--- src/rtl/sync_transmitter_baud.sv ---
// Serial byte transmitter (start, 8 data bits LSB first, stop) paced by a free-running baud divider.
// Define SYNC_TX_PARITY_EN to insert an even-parity bit between the data bits and the stop bit.
module sync_transmitter_baud #(
    parameter int BAUD_DIV = 25
) (
    input  logic       CLK,
    input  logic       RST,
    input  logic       CLR,
    input  logic [7:0] Data9,
    output logic       CLK_Baud,
    output logic       OUT_ser
);

`ifdef SYNC_TX_PARITY_EN
    typedef enum logic [2:0] {IDLE, START, DATA, PARITY, STOP} state_t;
`else
    typedef enum logic [1:0] {IDLE, START, DATA, STOP} state_t;
`endif

    localparam logic [15:0] LAST = 16'(BAUD_DIV - 1);

    state_t      state;
    logic [15:0] baud_cnt;
    logic [15:0] baud_nxt;
    logic [2:0]  bit_idx;
    logic [2:0]  idx_nxt;
    logic [7:0]  shreg;
    logic        accept;
    logic        bit_end;

    assign accept  = (state == IDLE) && CLR;
    assign bit_end = (baud_cnt == LAST);
    assign idx_nxt = bit_idx + 3'd1;

    // A new frame restarts the divider so the start bit lasts a full period.
    always_comb begin
        baud_nxt = baud_cnt + 16'd1;
        if (accept || bit_end)
            baud_nxt = 16'd0;
    end

    always_ff @(posedge CLK) begin
        if (RST) begin
            state    <= IDLE;
            baud_cnt <= 16'd0;
            bit_idx  <= 3'd0;
            shreg    <= 8'd0;
            CLK_Baud <= 1'b0;
            OUT_ser  <= 1'b1;
        end else begin
            baud_cnt <= baud_nxt;
            CLK_Baud <= (baud_nxt == LAST);
            case (state)
                IDLE: begin
                    OUT_ser <= 1'b1;
                    if (CLR) begin
                        shreg   <= Data9;
                        bit_idx <= 3'd0;
                        state   <= START;
                        OUT_ser <= 1'b0;
                    end
                end
                START: begin
                    if (bit_end) begin
                        state   <= DATA;
                        OUT_ser <= shreg[0];
                    end
                end
                DATA: begin
                    if (bit_end) begin
                        if (bit_idx == 3'd7) begin
                            bit_idx <= 3'd0;
`ifdef SYNC_TX_PARITY_EN
                            state   <= PARITY;
                            OUT_ser <= ^shreg;
`else
                            state   <= STOP;
                            OUT_ser <= 1'b1;
`endif
                        end else begin
                            bit_idx <= idx_nxt;
                            OUT_ser <= shreg[idx_nxt];
                        end
                    end
                end
`ifdef SYNC_TX_PARITY_EN
                PARITY: begin
                    if (bit_end) begin
                        state   <= STOP;
                        OUT_ser <= 1'b1;
                    end
                end
`endif
                STOP: begin
                    // A start request on this edge is ignored; IDLE takes it next edge.
                    if (bit_end) begin
                        state   <= IDLE;
                        OUT_ser <= 1'b1;
                    end
                end
                default: begin
                    state   <= IDLE;
                    OUT_ser <= 1'b1;
                end
            endcase
        end
    end

endmodule

--- config.mk ---
export PLATFORM = sky130hd
export DESIGN_NAME = sync_transmitter_baud
export DESIGN_NICKNAME = d
export VERILOG_FILES = /design/src/rtl/sync_transmitter_baud.sv
export SDC_FILE = /design/constraint.sdc
export NUM_CORES = 1
export LEC_CHECK = 0
export CAP_MARGIN = 10
export CORE_MARGIN = 4
export CORE_UTILIZATION = 56
export CTS_CLUSTER_SIZE = 8
export DETAILED_ROUTE_END_ITERATION = 8
export DONT_BUFFER_PORTS = 1
export PLACE_DENSITY = 0.74
export SYNTH_ARGS = -nofsm -noshare
export SYNTH_HDL_FRONTEND = slang
export SYNTH_SLANG_ARGS = --single-unit
--- constraint.sdc ---
create_clock -name CLK -period 2.1 [get_ports CLK]
set_input_delay 0.315 -clock CLK [delete_from_list [all_inputs] [get_ports CLK]]
set_output_delay 0.315 -clock CLK [all_outputs]
set_load 0.01 [all_outputs]
# After elaboration in Yosys (flattened, before gate mapping)
# Index checks and enable logic that the tools add are counted.
# word_totals
out_inout_bits,2
in_bits,11
word_cells,47
reg_bits,31
# op_classes
n_reduce_logical,8
n_addsub,2
magnitude_cmp,1
eq_ne,11
n_mux,19
# op_table
operator,n
$eq A16 B5 Y1 const B,2
$add A16 B1 Y16 const B,1
$mux W16,1
$mux W2,5
$ne A2 B2 Y1 const B,5
$mux W3,3
$pmux W2 S4,1
$mux W1,6
$pmux W3 S2,1
$reduce_and A3 Y1,2
$reduce_and A5 Y1,1
$eq A2 B2 Y1 const B,2
$lt A3 B4 Y1 const B,1
$pmux W1 S4,1
$add A3 B1 Y3 const B,1
$bmux W1 S3,1
$eq A3 B3 Y1 const B,1
$eq A2 B1 Y1 const B,1
$logic_not A2 Y1,1
$reduce_and A2 Y1,1
$reduce_bool A2 Y1,1
$logic_and A1 B1 Y1,1
$logic_or A1 B1 Y1,1

# Depth between registers and ports, before layout
# depth
depth_word,6
ltp_mapped,8

# Least setup slack after synthesis
# No wires, ideal clock.
# synth_timing
kind,register to register
startpoint,reg baud_cnt[0]
endpoint,reg CLK_Baud
path_stages_with_launch,7
arrival_time_ns,1.916
slack_ns,0.098
setup_time_ns,0.086
required_ns,2.014
n_path_buf,0
path_cell_list,dfxtp_1 -> ha_1 -> nand2_1 -> or4b_1 -> a2111oi_0 -> o2111ai_1 -> a221oi_2
# synth_between
elab_chain_len,4
# synth_rtl
element,line,text
"start, declared",23,logic [15:0] baud_cnt;
"start signal, assigned",51,baud_cnt <= baud_nxt;
"parallel branches: the longest is 2 deep, another holds $add A16 B1 Y16",--,
$mux W16 *,38,if (accept || bit_end)
$eq A16 B5 Y1 *,52,CLK_Baud <= (baud_nxt == LAST);
"end signal, assigned",52,
"end, declared",10,"output logic CLK_Baud,"
# Mark *: on every way between the ends.
# A chain may end at the register's enable or synchronous reset.

# Worst setup path in the final report
# Same ends and word-level chain as after synthesis.

==> flow_summary.yaml <==
cts:
  tritoncts: "done"
  numClockSinks: 31
  cts_root_buf: "clkbuf_4"
  clkTransAtPathRegs_ps: 110
  cts_made_buffers: 5
  ctsLongestPathBuffers: 2
  clock_latency_ps: 350
  htreeDepth: 2
routing:
  vias_per_cell: 5.568
  wirelength_um: 3492
  drc: 0
  drt-initial-drc-count: 79
  ant_nets: 0
  vias: 1470
  wl_per_cell_um: 13.23
  firstDrtPassIters: 4
hold_path:
  hp-class: "input port to flip-flop"
place:
  gp_congestion: 0.8486
  portBuffers: 0
  hpwlAfterDp_um: 2520
  dp_slack_ps: -94.41
  placed_area_um2: 1832
synth:
  synth.area.mux_share_pct: 3.433
  synth_edf_count: 0
  synth_compound_gate_area_share_pct: 11.02
  avgSynthCellArea_um2: 8.251
  synth-async-reset-ratio_pct: 0
  synth-seq-cells: 31
  synth_ff_type: "dfxtp_1"
  synth_top_family_by_area: "simple AND/OR/NAND/NOR gates"
  ys_seq_area_share_pct: 35.48
  yosys.area_share.simple_pct: 30.26
  synth-adder-area-share_pct: 6.438
  yosysUniqueCellTypes: 45
  synth_xor_area_share_pct: 8.011
  synth_area_um2: 1749
  syn_nets: 232
  synthCells: 212
  yosysWarnings: 0
die:
  rows: 20
  core_um2: 3028
  die_y_um: 63.89
  ios: 13
  dieArea_um2: 4082
  start_util_pct: 57.77
  die_width_um: 63.89
grt:
  grt_start_max_net_pins: 17
  grt_use_total_pct: 18.79
  antenna_found_initial: 0
  grt_pass1_vias: 1434
  overflow: 0
  grt_pass1_wl_um: 6120
worst_setup_path:
  cp_cell_sequence: "ha_1, nand2_1, or4b_1, a2111oi_4, o2111ai_1, a221oi_2"
  crit_type: "flip-flop to flip-flop"
  worstPathMaxFanout: 6
  crit_path_start_kind: "flip-flop"
  setup.worst_path.end_class: "flip-flop"
  max_stage_delay_ps: 570
  crit_required_ps: 2360
  critPathSlowestCell: "or4b_1"
  critPathArrivalTime_ps: 2350
layout:
  fill_cells: 266
  nets: 239
  fin_util_pct: 65.91
  layout-drive-gt1-share_pct: 14.09
  register_area_um2: 628.1
  multi_input_area_um2: 1066
  diodes: 0
  final_area_um2: 1996
  area_growth_syn_to_layout_pct: 14.09
pwr:
  p_seq_share_pct: 38.4
  power_density_nw_per_um2: 940.9
  peakVddDrop_uv: 682.8
  power_frac_clock_pct: 31.8
  p_leak_nw: 0.7333
  p_switching_w: 0.0006017
  p_int_w: 0.001276
  power_frac_comb_pct: 29.8
  p_total_w: 0.001878
  switching_share_pct: 32.04
timing:
  fin_skew_ps: 14.07
  relSlewSlack_pct: 75.13
  tightestPinTransition_ps: 369.1
  worst_slack_ps: 12.73
  fin_tns_setup_ps: 0
  period_minus_slack_ps: 2087
  setup_viol: 0
  max_freq_mhz: 479.1
  rsz0062_at_grt: "yes"
  min_period_over_period_pct: 99.39
  hold_viol_final: 0
  drv_slew: 0
flow_run:
  maxCapViolCount: 0
outcome:
  status: "completed"
## routing by layer
layer	GRT usage, %	share of wire, %
met2	34.71	52
met5	0	0
met1	20.17	42
met3	3.866	3.6
met4	8.625	3.3
## stage by stage
step / hold slack [ps] / cells
after floorplan: 384.1 / 212
after global placement: 386.5 / 254
after detailed placement: 388.2 / 254
after CTS: 9.380 / 262
after global routing: 0.4958 / 264
final: 11.35 / 264
## power by group through the flow
| stage | Combinational [W] | Clock [W] | Sequential [W] |
|---|---|---|---|
| 6_report | 0.000560 | 0.000597 | 0.000721 |
| 5_1_grt | 0.000634 | 0.000627 | 0.000734 |
| 3_3_place_gp | 0.000513 | 0 | 0.000722 |
| 4_1_cts | 0.000542 | 0.000605 | 0.000712 |
| 3_5_place_dp | 0.000538 | 0 | 0.000726 |
| 2_1_floorplan | 0.000430 | 0 | 0.000712 |
## cell usage in the layout, fill, tap and decap left out, types with 3 or more instances in the layout
cell type and n:
and3_1 3, nand3_1 9, dfxtp_1 29, xor2_1 6, nor2_1 31, xnor2_1 10, mux2i_1 6, a21oi_1 12
o21ai_0 6, buf_4 11, inv_1 7, nand2_1 23, clkbuf_4 5, ha_1 8, nor3_1 3, nand4_1 4
nand2b_1 4, nor4_1 3, nor3b_1 3
## logic make-up after synthesis
logic type      count (synthesis)
flops                          31
compound gates                 29
buf+inv                        21
xor+xnor                       16
simple gates                  100
mux                             6
fa+ha+maj                       9
## critical path, delay by kind of cell, from the launching register on
| family | cells | cell delay, ps |
|---|---|---|
| compound gates | 3 | 720 |
| fa+ha+maj | 1 | 200 |
| simple gates | 2 | 670 |
| flops | 1 | 400 |
## layout make-up
type                            instances  share of cell area, %
Inverter                                9                  1.944
Clock inverter                          3                  3.386
Sequential cell                        31                  31.47
Timing Repair Buffer                   12                  5.141
Clock buffer                            5                  1.881
Multi-Input combinational cell        160                  53.42
Tap cell                               44                  2.759
## state kept, by name, indices dropped and copies added, names as in the netlist
name      cells
bit_idx       3
baud_cnt     16
state         2
shreg         8
OUT_ser       1
CLK_Baud      1
## timing repair
item                                    in CTS  in global routing
hold buffers                                 0                  0
endpoints found under the setup margin       1                 19
pin swaps                                    0                  5
buffers inserted                             0                  2
resized for setup                            2                 11
## synthesized netlist by cell type (all sizes together) (2+ instances only)
cell type	n	share of area (%)
xnor2	10	5.0
dfxtp	31	35
clkbuf	7	1.5
nand3	9	2.6
or3	2	0.72
buf	5	1.9
o21ai	7	2.0
nor4	4	2.3
xor2	6	3.0
nor2	31	6.7
and3	3	1.1
ha	9	6.4
and2	2	0.72
inv	9	1.9
nor3	3	0.86
nand2	23	4.9
or4b	2	1.4
nand4	4	1.4
mux2i	6	3.4
nand4b	2	1.0
nor3b	3	1.3
a21oi	12	3.4
nand2b	4	1.4
nand3b	2	0.86
## final timing paths
kind,cells after the start,slack (ps),startpoint,to
max,6,10,baud_cnt[0]$_SDFF_PP0_,CLK_Baud$_SDFF_PP0_
max reg2reg,6,10,baud_cnt[0]$_SDFF_PP0_,CLK_Baud$_SDFF_PP0_
min reg2reg,2,450,shreg[4]$_SDFFE_PP0P_,shreg[4]$_SDFFE_PP0P_
min,1,10,RST,bit_idx[2]$_SDFFE_PP0P_
Note: power is estimated with default switching activity, not from simulation.
